--- config.mk ---
export PLATFORM = sky130hd
export DESIGN_NAME = wght_load_ctrl
export DESIGN_NICKNAME = d
export VERILOG_FILES = /design/src/rtl/wght_pkg.sv /design/src/rtl/wght_load_ctrl_upcounter.sv /design/src/rtl/wght_load_ctrl.sv
export SDC_FILE = /design/constraint.sdc
export NUM_CORES = 1
export LEC_CHECK = 0
export ABC_AREA = 1
export CAP_MARGIN = 25
export CORE_UTILIZATION = 39
export DETAILED_ROUTE_END_ITERATION = 6
export PLACE_DENSITY_LB_ADDON = 0.25
export SLEW_MARGIN = 10
export SYNTH_ARGS = -nofsm -noshare
export SYNTH_HDL_FRONTEND = slang
export SYNTH_SLANG_ARGS = --single-unit
--- constraint.sdc ---
create_clock -name wld_clk -period 1.4 [get_ports wld_clk]
set_input_delay 0.28 -clock wld_clk [delete_from_list [all_inputs] [get_ports wld_clk]]
set_output_delay 0.28 -clock wld_clk [all_outputs]
set_load 0.01 [all_outputs]
--- src/rtl/wght_pkg.sv ---
// Shared definitions for the weight-load controller slice.
//   - default sizing constants for the controller and its address counter
//   - load-sequencer state encoding
package wght_pkg;

  localparam int unsigned WLD_NUM_FILTER = 6;
  localparam int unsigned WLD_RAM_DEPTH  = 5;
  localparam int unsigned WLD_RAM_ADDRW  = 3;

  typedef enum logic [1:0] {
    WLD_IDLE  = 2'd0,
    WLD_READ  = 2'd1,
    WLD_DRAIN = 2'd2,
    WLD_VALID = 2'd3
  } wld_state_e;

endpackage

--- src/rtl/wght_load_ctrl_upcounter.sv ---
// upcounter: saturating address counter.
//   clk, rst : clock and asynchronous active-high reset
//   clr      : synchronous load of 0 (wins over en)
//   en       : advance by one; holds once TERM is reached (never wraps)
//   cnt      : current count
//   tc       : high while cnt equals TERM
module upcounter #(
  parameter int unsigned           WIDTH = 3,
  parameter logic [WIDTH-1:0]      TERM  = '1
) (
  input  logic             clk,
  input  logic             rst,
  input  logic             clr,
  input  logic             en,
  output logic [WIDTH-1:0] cnt,
  output logic             tc
);

  assign tc = (cnt == TERM);

  always_ff @(posedge clk or posedge rst) begin
    if (rst) begin
      cnt <= '0;
    end else if (clr) begin
      cnt <= '0;
    end else if (en && !tc) begin
      cnt <= cnt + WIDTH'(1);
    end
  end

endmodule

--- src/rtl/wght_load_ctrl.sv ---
// wght_load_ctrl: sequences one load of RAM_DEPTH words from NUM_FILTER
// parallel weight SRAMs into the weight register bank.
//   wld_clk, wld_rst : clock, asynchronous active-high reset
//   wld_start_i      : load request (honoured only when idle)
//   wght_ack_i       : consumer releases the loaded weights (only when valid)
//   ram_rd_en_o/ram_rd_addr_o : shared SRAM read strobe/address
//   reg_wr_en_o/reg_wr_addr_o : register-bank write strobe/word index,
//                               the read side delayed by the 1-cycle SRAM latency
//   wld_busy_o   : load in progress
//   wld_done_o   : one-cycle pulse on load completion
//   wght_valid_o : register bank holds a complete load
module wght_load_ctrl
  import wght_pkg::*;
#(
  parameter int unsigned NUM_FILTER = WLD_NUM_FILTER,
  parameter int unsigned RAM_DEPTH  = WLD_RAM_DEPTH,
  parameter int unsigned RAM_ADDRW  = WLD_RAM_ADDRW
) (
  input  logic                 wld_clk,
  input  logic                 wld_rst,
  input  logic                 wld_start_i,
  input  logic                 wght_ack_i,
  output logic                 ram_rd_en_o,
  output logic [RAM_ADDRW-1:0] ram_rd_addr_o,
  output logic                 reg_wr_en_o,
  output logic [RAM_ADDRW-1:0] reg_wr_addr_o,
  output logic                 wld_busy_o,
  output logic                 wld_done_o,
  output logic                 wght_valid_o
);

  localparam logic [RAM_ADDRW-1:0] LAST_ADDR = RAM_ADDRW'(RAM_DEPTH - 1);

  if (NUM_FILTER == 0 || RAM_DEPTH == 0 || (2 ** RAM_ADDRW) < RAM_DEPTH) begin : g_cfg_err
    $error("wght_load_ctrl: invalid NUM_FILTER/RAM_DEPTH/RAM_ADDRW combination");
  end

  wld_state_e           state;
  wld_state_e           state_nxt;

  logic                 cnt_clr;
  logic                 cnt_en;
  logic                 cnt_tc;
  logic [RAM_ADDRW-1:0] cnt;

  logic                 rd_en_nxt;
  logic                 busy_nxt;
  logic                 done_nxt;
  logic                 valid_nxt;

  // The counter doubles as the registered read-address output: it is held
  // at 0 whenever the next cycle is not a READ cycle, so the address is
  // 0 with the strobe low and restarts from 0 on every entry to READ.
  upcounter #(
    .WIDTH (RAM_ADDRW),
    .TERM  (LAST_ADDR)
  ) u_addr_cnt (
    .clk (wld_clk),
    .rst (wld_rst),
    .clr (cnt_clr),
    .en  (cnt_en),
    .cnt (cnt),
    .tc  (cnt_tc)
  );

  assign ram_rd_addr_o = cnt;

  // State register
  always_ff @(posedge wld_clk or posedge wld_rst) begin
    if (wld_rst) begin
      state <= WLD_IDLE;
    end else begin
      state <= state_nxt;
    end
  end

  // Next-state logic
  always_comb begin
    state_nxt = state;
    unique case (state)
      WLD_IDLE:  if (wld_start_i) state_nxt = WLD_READ;
      WLD_READ:  if (cnt_tc)      state_nxt = WLD_DRAIN;
      WLD_DRAIN:                  state_nxt = WLD_VALID;
      WLD_VALID: if (wght_ack_i)  state_nxt = WLD_IDLE;
      default:                    state_nxt = WLD_IDLE;
    endcase
  end

  // Output logic: values computed from the next state so that every
  // output is a flop aligned with the state it describes.
  always_comb begin
    cnt_en    = (state == WLD_READ);
    cnt_clr   = !((state == WLD_READ) && (state_nxt == WLD_READ));
    rd_en_nxt = (state_nxt == WLD_READ);
    busy_nxt  = (state_nxt == WLD_READ) || (state_nxt == WLD_DRAIN);
    valid_nxt = (state_nxt == WLD_VALID);
    done_nxt  = (state_nxt == WLD_VALID) && (state != WLD_VALID);
  end

  // Output registers; the write side is the read side one cycle later.
  always_ff @(posedge wld_clk or posedge wld_rst) begin
    if (wld_rst) begin
      ram_rd_en_o   <= 1'b0;
      reg_wr_en_o   <= 1'b0;
      reg_wr_addr_o <= '0;
      wld_busy_o    <= 1'b0;
      wld_done_o    <= 1'b0;
      wght_valid_o  <= 1'b0;
    end else begin
      ram_rd_en_o   <= rd_en_nxt;
      reg_wr_en_o   <= ram_rd_en_o;
      reg_wr_addr_o <= ram_rd_addr_o;
      wld_busy_o    <= busy_nxt;
      wld_done_o    <= done_nxt;
      wght_valid_o  <= valid_nxt;
    end
  end

endmodule

==> results.json <==
{
  "outcome": "finished with violations",
  "violations": "negative setup slack",
  "combPwrFrac": 0.546,
  "synthTopCellsByArea": "dfrtp_1 62%, nand2_1 10%, ha_1 7.1%",
  "ir_worst_vdd_uv": 1320,
  "start_kind": "register",
  "initial_core_util": 0.449,
  "grtUsageTotal": 0.156,
  "grt_pass1_wl_mm": 1.50,
  "worstSkewPairLatency_ns": 0.28,
  "grt_max_degree": 14,
  "fin_ws_ns": -0.0434,
  "ys_warn_count": 0,
  "fin_tns_setup_ns": -0.0853,
  "switchingPower_uw": 656,
  "setup_violations": 3,
  "postSynthCellCount": 55,
  "final_nets": 92,
  "die_w_um": 38.7,
  "ctsHoldBuffers": 0,
  "grt_remaining_overflow": 0,
  "p_per_area_nw_per_um2": 2180,
  "ys_ff_latch": 13,
  "drc": 0,
  "p_clk_frac": 0.130,
  "power_leakage_nw": 0.462,
  "die-area_um2": 1500,
  "crit_required_ns": 1.62,
  "avgSynthCellArea_um2": 9.55,
  "core_region_area_um2": 1170,
  "grt_pass1_vias": 377,
  "layout_common_cells": "13 x dfrtp_1, 11 x nand2_1, 11 x buf_4",
  "nFillCells": 90,
  "area_growth_pct": 55.0,
  "synth_top_cell_area_share": 0.619,
  "cts_buffers": 3,
  "ios": 15,
  "num_rows": 12,
  "wl_per_cell_um": 10.2,
  "slew_viol_final": 0,
  "tightestPinTransition_ns": 0.473,
  "period_needed_ns": 1.44,
  "rsz0062_at_grt": "yes",
  "drive_above_1_share": 0.333,
  "ys_types": 10,
  "seq_area_frac_synth": 0.619,
  "slew_headroom": 0.685,
  "die_h_um": 38.7,
  "cts_buffer_depth": 2,
  "routabilityCongestion": 0.790,
  "instances_no_fill": 98,
  "endpoint_kind": "register",
  "layout_commonest_cell": "dfrtp_1",
  "clkSlewWorstSetupHoldPaths_ns": 0.07,
  "fmax_ghz": 0.693,
  "clock-root-buffer": "clkbuf_4",
  "drt-initial-drc-count": 9,
  "drt_pass1_iterations": 4,
  "diodes": 0,
  "seqPwrFrac": 0.324,
  "postRouteAntennaNets": 0,
  "cts_sinks": 13,
  "worstPathMaxFanout": 4,
  "via_per_inst": 4.31,
  "p_int_mw": 1.12,
  "htree_levels": 1,
  "hpwl_um": 631,
  "critical_path_class": "reg -> reg",
  "syn-num-nets": 62,
  "synth_area_um2": 526,
  "hold_path.class": "in -> async",
  "cts_tree": "built",
  "maxCapViolCount": 0,
  "num_vias": 422,
  "wirelength_um": 999,
  "swShare": 0.370,
  "dp.cells": 89,
  "period_share": 1.03,
  "finalHoldViolations": 0,
  "synth_top_cell_by_area": "dfrtp_1",
  "fin_skew_ns": 0.000603,
  "grt_antenna_before_repair": 0,
  "arrival_ns": 1.66,
  "port_buffers": 14
}
-- final cells by class --
cell class	instances	area [um2]	area share
sequential	13	325	0.399
multi-input combinational	31	193	0.237
clock buffer	4	26.3	0.0323
tap	14	17.5	0.0215
timing repair buffer	25	211	0.260
inverter	11	41.3	0.0507
-- state kept, by name, indices dropped and copies added (netlist names) --
register        count
reg_wr_addr_o       3
u_addr_cnt.cnt      3
state               2
ram_rd_en_o         1
reg_wr_en_o         1
wght_valid_o        1
wld_busy_o          1
wld_done_o          1
-- routing by layer --
| metal | GRT usage | vias to the layer above | share of wire |
|---|---|---|---|
| met5 | 0 | - | 0 |
| met4 | 0.103 | 0 | 0.025 |
| met3 | 0.0347 | 2 | 0.039 |
| met2 | 0.242 | 14 | 0.45 |
| met1 | 0.192 | 185 | 0.48 |
| li1 | - | 221 | - |
-- per-stage QoR --
stage	hold slack [ns]	instance area [um2]	total power, mW	utilization	worst slack (ns)
after global placement	0.362	739	1.39	0.631	-0.144
after detailed placement	0.374	739	1.41	0.631	-0.172
after global routing	0.355	815	1.93	0.696	-0.144
final	0.314	815	1.78	0.696	-0.0434
after floorplan	0.157	537	1.02	-	-0.0129
after CTS	0.328	767	1.61	0.655	0.00182
-- critical path, stage by stage, from the launching register on --
cell     delay [ns]
dfrtp_1        0.37
inv_2          0.06
ha_4           0.17
nand2_4        0.07
nand2_2        0.06
a21oi_2        0.18
ha_2           0.24
inv_2          0.03
nor2_1         0.09
nand2_1        0.05
nand2_1        0.05
-- kinds of logic (layout without fill, tap and decap cells) --
logic type	count (synthesis)	in the layout	synth area share
buffers and inverters	11	40	0.0786
AO/OA/AOI/OAI	3	3	0.0429
adder cells (fa/ha/maj)	3	3	0.0714
AND/OR/NAND/NOR	25	25	0.188
flip-flops	13	13	0.619
-- timing repair --
| action | CTS | global route |
|---|---|---|
| setup buffers | 2 | 3 |
| pin swaps | 2 | 5 |
| resized for setup | 12 | 9 |
| endpoints found under the setup margin | 12 | 4 |
| endpoints found under the hold margin | 0 | 0 |
-- cell usage after synthesis --
cell type  instances
nand3_1            2
nor2_1             8
dfrtp_1           13
inv_1             10
inv_2              1
a21oi_2            2
ha_1               3
nand2_1           14
nor2_2             1
a21oi_1            1
-- power by group through the flow --
stage	Sequential [mW]	Clock, mW	Combinational (mW)
after floorplan	0.651	0	0.367
after global placement	0.581	0	0.812
after detailed placement	0.586	0	0.821
after CTS	0.571	0.233	0.802
after global routing	0.590	0.255	1.08
final	0.575	0.230	0.970
-- worst paths after layout --
| check | startpoint | end | slack (ns) | cells past startpoint |
|---|---|---|---|---|
| worst min register to register | ram_rd_en_o | reg_wr_en_o | 0.38 | 0 |
| worst max-delay path | u_addr_cnt.cnt[0] | u_addr_cnt.cnt[2] | -0.04 | 10 |
| max in group asynchronous | wld_rst | reg_wr_addr_o[2] | 0.77 | 2 |
| min in group wld_clk | ram_rd_en_o | reg_wr_en_o | 0.38 | 0 |
| worst max register to register | u_addr_cnt.cnt[0] | u_addr_cnt.cnt[2] | -0.04 | 10 |
| worst min-delay path | wld_rst | reg_wr_addr_o[1] | 0.31 | 2 |
(Power assumes the default switching activity.)
